`src/rtl/timer_dev.sv`:
```
// rtl/timer_dev.sv - programmable down-counting timer with one-shot and periodic modes
module timer_dev #(
    parameter int CNT_W = 32
) (
    input  logic        clk,
    input  logic        rst_n,
    input  logic [1:0]  addr,
    input  logic        we,
    input  logic [31:0] din,
    output logic [31:0] dout,
    output logic        irq
);

    typedef enum logic [1:0] {
        S_IDLE = 2'd0,
        S_LOAD = 2'd1,
        S_CNT  = 2'd2,
        S_INT  = 2'd3
    } state_t;

    localparam logic [1:0] MODE_PERIODIC = 2'b01;

    state_t             state, state_n;
    logic               ctrl_en, ctrl_en_n;
    logic [1:0]         ctrl_mode, ctrl_mode_n;
    logic               ctrl_im, ctrl_im_n;
    logic [CNT_W-1:0]   preset, preset_n;
    logic [CNT_W-1:0]   count, count_n;
    logic               int_flag, int_flag_n;
    logic               en_hw;
    logic               wr_ctrl, wr_preset;

    assign wr_ctrl   = we && (addr == 2'd0);
    assign wr_preset = we && (addr == 2'd1);

    // Next-state logic: FSM step first, then CPU register writes take priority over it
    always_comb begin
        state_n     = state;
        count_n     = count;
        en_hw       = ctrl_en;
        ctrl_mode_n = ctrl_mode;
        ctrl_im_n   = ctrl_im;
        preset_n    = preset;
        int_flag_n  = int_flag;

        case (state)
            S_IDLE: begin
                if (ctrl_en) state_n = S_LOAD;
            end
            S_LOAD: begin
                count_n = preset;
                state_n = S_CNT;
            end
            S_CNT: begin
                if (!ctrl_en) begin
                    state_n = S_IDLE;
                end else if (count <= CNT_W'(1)) begin
                    // A preset of 0 behaves like 1: one tick, then expire
                    count_n = '0;
                    state_n = S_INT;
                end else begin
                    count_n = count - CNT_W'(1);
                end
            end
            S_INT: begin
                if (ctrl_mode == MODE_PERIODIC) begin
                    state_n = S_LOAD;
                end else begin
                    en_hw   = 1'b0;
                    state_n = S_IDLE;
                end
            end
            default: state_n = S_IDLE;
        endcase

        ctrl_en_n = en_hw;
        if (wr_ctrl) begin
            ctrl_en_n   = din[0];
            ctrl_mode_n = din[2:1];
            ctrl_im_n   = din[3];
        end
        if (wr_preset) preset_n = din[CNT_W-1:0];

        // Periodic mode gives a one-cycle pulse; otherwise the flag is sticky until a CPU write
        if (ctrl_mode == MODE_PERIODIC) begin
            int_flag_n = (state_n == S_INT);
        end else if (wr_ctrl || wr_preset) begin
            int_flag_n = 1'b0;
        end else if (state_n == S_INT) begin
            int_flag_n = 1'b1;
        end
    end

    // State and register update; irq is registered from the same next-state values
    always_ff @(posedge clk) begin
        if (!rst_n) begin
            state     <= S_IDLE;
            ctrl_en   <= 1'b0;
            ctrl_mode <= 2'b00;
            ctrl_im   <= 1'b0;
            preset    <= '0;
            count     <= '0;
            int_flag  <= 1'b0;
            irq       <= 1'b0;
        end else begin
            state     <= state_n;
            ctrl_en   <= ctrl_en_n;
            ctrl_mode <= ctrl_mode_n;
            ctrl_im   <= ctrl_im_n;
            preset    <= preset_n;
            count     <= count_n;
            int_flag  <= int_flag_n;
            irq       <= ctrl_im_n & int_flag_n;
        end
    end

    // Read mux; narrow registers zero-extend
    always_comb begin
        dout = '0;
        case (addr)
            2'd0:    dout[3:0] = {ctrl_im, ctrl_mode, ctrl_en};
            2'd1:    dout[CNT_W-1:0] = preset;
            2'd2:    dout[CNT_W-1:0] = count;
            default: dout = '0;
        endcase
    end

endmodule
```
`config.mk`:
```
export PLATFORM = sky130hd
export DESIGN_NAME = timer_dev
export DESIGN_NICKNAME = d
export VERILOG_FILES = /design/src/rtl/timer_dev.sv
export SDC_FILE = /design/constraint.sdc
export NUM_CORES = 1
export LEC_CHECK = 0
export ABC_AREA = 1
export ABC_CLOCK_PERIOD_IN_PS = 1600
export CORE_MARGIN = 10
export CORE_UTILIZATION = 49
export CTS_CLUSTER_DIAMETER = 80
export CTS_CLUSTER_SIZE = 30
export DETAILED_ROUTE_END_ITERATION = 10
export HOLD_SLACK_MARGIN = 0.15
export PLACE_DENSITY_LB_ADDON = 0.25
export SLEW_MARGIN = 20
export SYNTH_ARGS = -nofsm -noshare
export SYNTH_HDL_FRONTEND = slang
export SYNTH_SLANG_ARGS = --single-unit
```
`constraint.sdc`:
```
create_clock -name clk -period 1.6 [get_ports clk]
set_input_delay 0.32 -clock clk [delete_from_list [all_inputs] [get_ports clk]]
set_output_delay 0.32 -clock clk [all_outputs]
set_load 0.05 [all_outputs]
```
; Word-level counts from Yosys, hierarchy flattened
; Cells that the tools add are included.
[word_totals]
ff_bits = 72
wordCells = 46
out_inout_bits = 33
inputBits = 37
[op_classes]
n_lt_le_gt_ge = 1
n_reduce_logical = 9
n_bitwise = 1
muxes = 17
addsub = 1
n_eq_ne = 9
[op_table]
columns = cell, n
row1 = $mux 32, 2
row2 = $pmux 32 s2, 1
row3 = $pmux 28 s2, 1
row4 = $le 32x1->1 const B, 1
row5 = $sub 32x1->32 const B, 1
row6 = $pmux 4 s3, 1
row7 = $eq 2x2->1 const B, 4
row8 = $mux 1, 8
row9 = $pmux 2 s4, 1
row10 = $eq 2x1->1 const B, 3
row11 = $mux 2, 3
row12 = $logic_not 2->1, 2
row13 = $ne 2x2->1 const B, 2
row14 = $reduce_and 2->1, 2
row15 = $reduce_bool 2->1, 2
row16 = $logic_and 1x1->1, 2
row17 = $and 1x1->1, 1
row18 = $logic_or 1x1->1, 1

; Depth between registers and ports, before layout
; Gate-level depths: netlist of the first run.
[logic_depth]
ltp_word = 9
depth_mapped = 12
ltp_nobuf = 12

; Worst setup path after synthesis of the first run
; Ideal clock, no wire load.
[synth_path]
kind = input-to-output
start = input addr[1]
end = output dout[10]
required_time_ns = 1.280
path_buffers = 2
slack_ns = -0.550
stages = 6
t_arrival_ns = 1.830
cell_sequence = inv_1 ha_1 clkbuf_1 clkbuf_1 nand2_1 a21oi_1
[synth_between]
elab_chain_len = 2
word_cells_on_any_way = 3
cone_classes = 2 x eq/ne / 1 x mux
[synth_lines]
columns = element, line
row1 = from (decl), 7  ; input logic [1:0] addr,
row2 = $eq 2x2->1 or $eq 2x1->1 (tied branches), 120  ; case (addr)
row3 = $pmux 28 s2 *, 120
row4 = to (decl), 10  ; output logic [31:0] dout,
; Every way passes the cells marked *; elsewhere a longest branch is shown, timed or not.

; Worst setup path in the final report of the first run
[layout_path]
start = register count[24]
end = output dout[24]
[layout_between]
elab_chain_len = 1
[layout_lines]
columns = element, line
row1 = from (decl), 28  ; logic [CNT_W-1:0] count, count_n;
row2 = from (signal assigned), 111  ; count <= count_n;
row3 = $pmux 28 s2, 120
; Every way passes these cells.

==> out/results.ini, run 1 <==
[floorplanning]
coreArea_mm2=0.008593
die-width_um=113.4
num_io_pins=70
die_y_um=113.4
die_area_mm2=0.01286
fp-row-count=34
start_util=0.4975

[drt]
postRouteAntennaNets=0
drc_errors=0
drt_iter0_drc=428
wl_per_cell_um=18.91
drtPass1Iterations=5
via_per_inst=5.779
finalWirelength_mm=17.68
vias=5403

[yosys]
muxShareOfSynthArea=0
synth_top_area_cell=dfxtp_1
synth.top_cell.area_share=0.3371
syn_inst=686
synth_edf_count=0
synth_nets=729
synth-seq-cells=72
ys.warnings.count=0
synth_area_leaders=dfxtp_1 34%, nand2_1 13%, nor2_1 12%
synth_common_cells=148 x nand2_1, 142 x nor2_1, 90 x a21oi_1, 75 x o21ai_0, 72 x dfxtp_1
netlist_area_mm2=0.004275
ys_types=27
syn_avg_cell_area_um2=6.232
synth_adder_area_share=0.01756
synth.most_common_cell=nand2_1
synthFlopType=dfxtp_1
synth_top_family_by_area=simple AND/OR/NAND/NOR gates
synth_simple_gate_area_frac=0.3310
synth_seq_area_share=0.3371
synth-xor-area-share=0.03483
synth_compound_area_frac=0.2092
async_reset_ff_frac=0

[critical_path]
crit_chain=buf_4, nand2_1, a21oi_4, buf_12
path_class=reg2out
slowest_stage=dfxtp_1
critPathMaxStageDelay_ps=370
crit_path_start_kind=flip-flop
rrSetupSlack_ps=-20
reg2reg_to=count[29]
path_max_fanout=4
path_buf_inv=2
cpLargestDelayFamily=flip-flops
critPathCaptureType=output port
r2r_start=count[1]
cp.arrival_ps=1320
r2r_cells=9
crit_required_ps=1280

[sta]
setup_violations=29
slew_headroom=0.7456
finalCriticalPeriod_ps=1640
finalHoldViolations=0
slew_viol_final=0
rsz0062_at_grt=true
worst_slew_pin_slew_ps=377.5
setup_slack_ps=-40.27
max_freq_mhz=609.7
holdWs_ps=292.7
period_share=1.025
skew_ps=13.25

[global_route]
antenna_found_initial=0
grt_use_total=0.2489
grt_max_degree=36
grt_pass1_vias=5296
grt_first_pass_wirelength_mm=26.34
grt_remaining_overflow=0

[placement]
dp.final_hpwl_mm=11.70
place_congestion=0.9463
place.port_buffers=69
dp.cells=907

[cts]
clock_path_buffers=2
cts_tree=built
root_buffer=clkbuf_8
cts.sinks=72
insertion_delay_ps=350
htreeDepth=3
cts_hold_repair.buffers=0
clk_pin_slew_ps=80
cts_buffers=9

[run]
maxCapViolCount=0

[final_layout]
finalNetCount=866
antenna_cells=0
syn2layout_area_growth_pct=67.40
drive_gt1_frac=0.3736
stdcell_count=935

[min_path]
hold-path-cell-count=3
hp-start=rst_n
hold_path_end=preset[3]
hp-class=in2reg

[run_status]
status=finished, violations left
failed_checks=setup timing

[power]
p_leak_uw=0.002959
irDropWorstVdd_mv=0.6817
powerDensity_mw_per_mm2=767.7

==> layout by cell type, fill, tap and decap left out, types with 25 or more instances in the layout <==
cell / count
nand2_1: 114
nor2_1: 111
buf_4: 74
o21ai_0: 73
a21oi_1: 54
dfxtp_1: 52
buf_12: 42
clkdlybuf4s50_1: 33
a21oi_4: 30
nand2_2: 30
inv_1: 28
nor2_2: 25
==> metrics by stage <==
| stage | utilization | total power [uW] | setup TNS, ps | setup WS, ps | area (um^2) |
|---|---|---|---|---|---|
| 4_1_cts | 0.7829 | 5216 | -109.5 | -27.11 | 6728 |
| 2_1_floorplan | - | 2974 | 0 | 0.5037 | 4632 |
| 6_report | 0.8328 | 5494 | -520.5 | -40.27 | 7157 |
| 3_5_place_dp | 0.7220 | 3628 | -40800 | -569.5 | 6205 |
| 5_1_grt | 0.8328 | 5694 | -2373 | -99.21 | 7157 |
| 3_3_place_gp | 0.7220 | 3597 | -34970 | -475.8 | 6205 |
==> cell families after synthesis <==
group,after synthesis
AO/OA/AOI/OAI,173
buffers and inverters,73
adder cells (fa/ha/maj),6
XOR/XNOR,17
flip-flops,72
AND/OR/NAND/NOR,345
==> repair_timing <==
| item | CTS | global route |
|---|---|---|
| buffers inserted | 4 | 5 |
| endpoints found under the setup margin | 98 | 67 |
| gates resized for setup | 80 | 113 |
| pin swaps | 17 | 25 |
| cloned | 3 | 1 |
==> final cells by class <==
class / instances / area [um^2]
timing repair buffer: 158 / 1872
multi-input combinational: 542 / 3309
tap: 108 / 135.1
sequential: 72 / 1471
fill: 538 / 1436
clock buffer: 10 / 127.6
inverter: 40 / 182.7
clock inverter: 5 / 58.81
==> where the power goes <==
group | total (uW) | switching (uW) | leakage (uW) | internal (uW)
Combinational | 2080 | 1210 | 0.00227 | 864
Sequential | 1960 | 84.5 | 0.000597 | 1880
Clock | 1460 | 745 | 0.0000883 | 713
==> routing by layer <==
layer  part of all wire  GRT usage  up-vias
li1                   -          -     2507
met1               0.38     0.2846     2562
met2               0.51     0.4482      267
met3              0.072    0.04829       67
met4              0.038    0.09052        0
met5                  0          0        -
==> worst reg2reg max path, cell delays in order (launching register included) <==
cell and delay [ps]:
dfxtp_2 340, buf_6 130, nor2_4 120, nand2_2 90, nor2_4 240, buf_6 150, nand3_4 90, o21bai_1 170
nand3_1 100, a21oi_1 120
==> flip-flops by register name (all words and copies together) (netlist names) <==
| register | cells |
|---|---|
| count | 32 |
| preset | 32 |
| ctrl_im | 1 |
| ctrl_en | 1 |
| irq | 1 |
| ctrl_mode | 2 |
| int_flag | 1 |
| state | 2 |
==> worst max path at each step <==
stage,from,end,slack (ps),cells after the start
finish,count[24],dout[24],-40,4
CTS,addr[1],dout[24],-30,7
global placement,addr[1],dout[29],-480,7
floorplan,addr[0],dout[10],0.5,5
global route,count[8],count[19],-100,8
detailed placement,addr[1],preset[27],-570,8
(Power assumes the default switching activity.)
==> run 2: changes to the inputs <==
Settings changed: CELL_PAD_IN_SITES_DETAIL_PLACEMENT set to 1, CELL_PAD_IN_SITES_GLOBAL_PLACEMENT set to 2, CORE_UTILIZATION 49 to 26, CTS_BUF_LIST set to sky130_fd_sc_hd__clkbuf_8, PLACE_DENSITY_LB_ADDON 0.25 to 0.1.
==> run 2 against run 1 <==
  * The flow still finishes with violations (setup timing)
  * Clock power rose by 6%
  * Critical path depth rose by 3
  * Cell area rose by 9.1%
  * Largest cell class unchanged
==> out/results.ini, run 2 (synthesis results as in run 1) <==
[run_status]
status=finished, violations left
failed_checks=setup timing

[final_layout]
reg_top3=count: 32 flops, preset: 32 flops
final_cell_mix=103 x nor2_1, 93 x nand2_1, 85 x buf_4, 72 x o21ai_0, 55 x dfxtp_1
layout_commonest_cell=nor2_1
fin_util=0.4881
antenna_cells=0
finalNetCount=893
syn2layout_area_growth_pct=82.67
drive_gt1_frac=0.4281

[run]
maxCapViolCount=0

[drt]
drc_errors=0
vias=5242
drtPass1Iterations=4
wl_per_cell_um=18.13
finalWirelength_mm=19.42
postRouteAntennaNets=0
via_per_inst=4.894
drt_iter0_drc=166

[sta]
period_share=1.071
setup_slack_ps=-114.2
slew_headroom=0.7596
finalHoldViolations=0
slew_viol_final=0
skew_ps=8.502
max_freq_mhz=583.4
worst_slew_pin_slew_ps=360.7
setup_violations=33
finalSetupTns_ps=-2540
rsz0062_at_grt=true
finalCriticalPeriod_ps=1714
holdWs_ps=290.8

[global_route]
antenna_found_initial=0
grt_pass1_vias=5548
grt_first_pass_wirelength_mm=29.78
grt_max_degree=37
grt_remaining_overflow=0
grt_use_total=0.1698

[critical_path]
cpLargestDelayFamily=buffers and inverters
path_buf_inv=4
path_max_fanout=7
crit_required_ps=1280
critPathMaxStageDelay_ps=260
crit_chain=buf_8, buf_6, ha_4, clkbuf_16, nand2_4, a21oi_4, buf_12
cp.arrival_ps=1390
crit_path_start_kind=input pin
path_class=in2out
slowest_stage=ha_4
critPathCaptureType=output port

[cts]
cts_tree=built
clk_pin_slew_ps=80
cts.sinks=72
insertion_delay_ps=380
clock_path_buffers=2
root_buffer=clkbuf_8
cts_hold_repair.buffers=0
htreeDepth=3
cts_buffers=9

[floorplanning]
num_io_pins=70
coreArea_mm2=0.01600
die-width_um=148.2
start_util=0.2672
fp-row-count=46
die_y_um=148.2
die_area_mm2=0.02197

[power]
p_leak_uw=0.003281
power_uw=5816
powerDensity_mw_per_mm2=744.6
irDropWorstVdd_mv=0.5662

[placement]
dp.final_hpwl_mm=13.40
place_congestion=0.8969
place.port_buffers=69

[min_path]
hp-class=in2reg

run 2: final cells by class:
class                      instances  area (um^2)
clock buffer                      11        151.4
inverter                          40        182.7
clock inverter                     5        47.55
sequential                        72         1470
tap                              216        270.3
fill                            1954         8190
multi-input combinational        542         3476
timing repair buffer             185         2212
run 2: worst register-to-register path, cell delays in order, from the launching register on:
cell     delay [ps]
dfxtp_4         390
inv_4            40
ha_4            160
nand2_2          70
nand2_2          60
nand2_2          70
nor2_4           60
buf_12          120
a21oi_4         200
buf_12          180
nand2_4          60
a21oi_2         120
run 2: report_power, final:
group,switching [uW],total [uW],internal (uW),leakage [uW]
logic,1280,2310,1030,0.00257
registers,85.0,1960,1870,0.000595
clock network,757,1550,790,0.000112
run 2: what timing repair did:
item                       CTS  global route
setup endpoints to repair   65            67
setup buffers               12            11
gates cloned                 5             2
resized for setup           86           160
hold endpoints to repair     0             0
pin swaps                   24            57
run 2: worst paths after layout:
kind | from | slack (ps) | cells after the start | endpoint
setup / recovery | addr[1] | -110 | 7 | dout[12]
hold / removal | rst_n | 290 | 3 | ctrl_en
setup reg to reg | count[0] | -10 | 11 | count[4]
hold reg to reg | preset[22] | 490 | 2 | preset[22]
run 2: routing by layer:
| layer | GRT usage | share of wire | wire (um) |
|---|---|---|---|
| met1 | 0.2030 | 0.44 | 8544 |
| met5 | 0 | 0 | 0 |
| met2 | 0.3043 | 0.53 | 10200 |
| met4 | 0.04014 | 0.012 | 241 |
| met3 | 0.03307 | 0.022 | 430 |
run 2: metrics by stage:
step	instances	setup slack [ps]	instance area [um^2]
after CTS	1061	-91.87	7182
after detailed placement	1028	-588.5	6500
after floorplan	686	0.5037	4632
after global routing	1071	-139.1	7810
final	1071	-114.2	7810
after global placement	1028	-529.5	6500
==> RTL edit (config.mk and constraints of run 1) <==
Register the output `dout`, cleared by the reset; this adds one clock of latency there. The other outputs are not delayed to match.
--- a/src/rtl/timer_dev.sv
+++ b/src/rtl/timer_dev.sv
@@ -21,2 +21,4 @@
     localparam logic [1:0] MODE_PERIODIC = 2'b01;
+
+    logic [31:0] dout_d;
 
@@ -118,8 +120,8 @@
     always_comb begin
-        dout = '0;
+        dout_d = '0;
         case (addr)
-            2'd0:    dout[3:0] = {ctrl_im, ctrl_mode, ctrl_en};
-            2'd1:    dout[CNT_W-1:0] = preset;
-            2'd2:    dout[CNT_W-1:0] = count;
-            default: dout = '0;
+            2'd0:    dout_d[3:0] = {ctrl_im, ctrl_mode, ctrl_en};
+            2'd1:    dout_d[CNT_W-1:0] = preset;
+            2'd2:    dout_d[CNT_W-1:0] = count;
+            default: dout_d = '0;
         endcase
@@ -127,2 +129,10 @@
 
+    always_ff @(posedge clk) begin
+        if (!rst_n) begin
+            dout <= '0;
+        end else begin
+            dout <= dout_d;
+        end
+    end
+
 endmodule
Function: changed (a bounded check fails within 4 cycles, from zero or initial values and one cycle with rst_n low).
==> RTL edit against run 1 <==
Total power up 12%. Fmax up 4.0%. Routed wire length decreased by 22%. Synthesized area is 14% higher. Design area is 8.2% lower. Via count decreased by 8.5%. Sequential cell count is 32 higher. Count of clock-buffer cells in the layout grew 1. Setup slack improved by 0.063 ns.
==> RTL edit: results (changes against run 1) <==
Inst Count DP -> 917 (was 907)
Crit-path max FO -> 8 (was 4)
Vias in the first global route -> 4851 (was 5296)
Largest net degree at the start of global routing -> 35 (was 36)
Met3 GRT Util -> 0.0347 (was 0.0483)
Skew-Pair Late Insertion Delay -> 0.37 ns (was 0.35 ns)
ClkCell Share -> 0.0337 (was 0.0260)
Placed instance area -> 5970 um^2 (was 6200 um^2)
Final non-filler cell total -> 942 (was 935)
GRT Total Usage -> 0.187 (was 0.249)
IR drop worst, VDD -> 0.516 mV (was 0.682 mV)
TritonCTS Buffers -> 9 (unchanged)
Multi-input gate share of the layout cell area -> 0.416 (was 0.462)
Setup Skew -> 0.00678 ns (was 0.0133 ns)
M1 wire length -> 6.09 mm (was 6.77 mm)
#MultiIn Comb -> 517 (was 542)
GPL Wtd Cong -> 0.935 (was 0.946)
I/O Buffers -> 69 (unchanged)
Critical Path Start -> count[23] (was count[24])
Fillers -> 852 (was 538)
Seq/Total Area, Yosys -> 0.427 (was 0.337)
Status -> finished clean (was finished with violations)
Die Area -> 14300 um^2 (was 12900 um^2)
Worst-Margin Slew -> 0.375 ns (was 0.378 ns)
NumNets Final -> 847 (was 866)
Routed vias -> 4944 (was 5403)
Highest routed layer -> met4 (unchanged)
Largest registers -> count (32), dout (32), preset (32) (was count (32), preset (32))
Setup WS pre-CTS -> -0.147 ns (was -0.569 ns)
Synth Instances -> 696 (was 686)
Met1 Use GR -> 0.236 (was 0.285)
Signal buf overhead -> 0.181 (was 0.262)
Ratio of cells with drive above 1 in the final layout -> 0.267 (was 0.374)
FF-to-FF path depth -> 10 (was 9)
Register area -> 2100 um^2 (was 1470 um^2)
Multi-input logic area -> 2730 um^2 (was 3310 um^2)
Hold_ws -> 0.296 ns (was 0.293 ns)
Routed WL per cell -> 14.6 um (was 18.9 um)
DRT iter0 DRCs -> 348 (was 428)
Worst EP arrival -> 1.84 ns (was 1.32 ns)
Clock transition at path regs -> 0.10 ns (was 0.08 ns)
GR Util met2 -> 0.317 (was 0.448)
Min setup slack post-route -> 0.0228 ns (was -0.0403 ns)
Post-DP HPWL -> 9.99 mm (was 11.7 mm)
Kind of critical path -> reg -> reg (was reg -> out)
Most frequent cells after synthesis -> nand2_1 (129), nor2_1 (122), dfxtp_1 (104) (was nand2_1 (148), nor2_1 (142), a21oi_1 (90))
Global-route wire length before repair -> 22.8 mm (was 26.3 mm)
Synth cell types -> 29 (was 27)
Hold Startpoint -> rst_n (unchanged)
Hold Path End -> state[0] (was preset[3])
RR Endpoint -> count[2] (was count[29])
Top cells by area, synth -> dfxtp_1 (43%), nand2_1 (9.9%), a21oi_1 (9.9%) (was dfxtp_1 (34%), nand2_1 (13%), nor2_1 (12%))
CTS max path bufs -> 2 (unchanged)
Met3 WL post-DR -> 782 um (was 1.27 mm)
Syn nets -> 739 (was 729)
Signal buffers -> 132 (was 158)
Clock buffers -> 11 (was 10)
Pleak -> 2.78 nW (was 2.96 nW)
-- RTL edit: kinds of logic after synthesis --
kind of cell,count (synthesis),synth area share
flip-flops,104,0.427
AND/OR/NAND/NOR,312,0.272
AO/OA/AOI/OAI,181,0.191
adder cells (fa/ha/maj),6,0.0154
buffers and inverters,75,0.0629
XOR/XNOR,18,0.0323
-- RTL edit: worst max-delay path: stages (launching register included) --
cell and delay [ns]:
dfxtp_1 0.33, nor2_2 0.15, nand2_2 0.09, nor2_4 0.14
nand3_2 0.11, nor2_4 0.17, nor2_4 0.07, buf_6 0.13
buf_12 0.14, o21ai_2 0.05, a21oi_1 0.08
-- RTL edit: power breakdown --
part	internal, mW	switching (mW)
Combinational	0.654	0.895
Clock	0.922	0.894
Sequential	2.68	0.0832
-- RTL edit: what timing repair did --
action	CTS	global route
pin swaps	0	23
endpoints found under the setup margin	24	34
buffers inserted	0	7
resized for setup	6	94
gates cloned	1	1
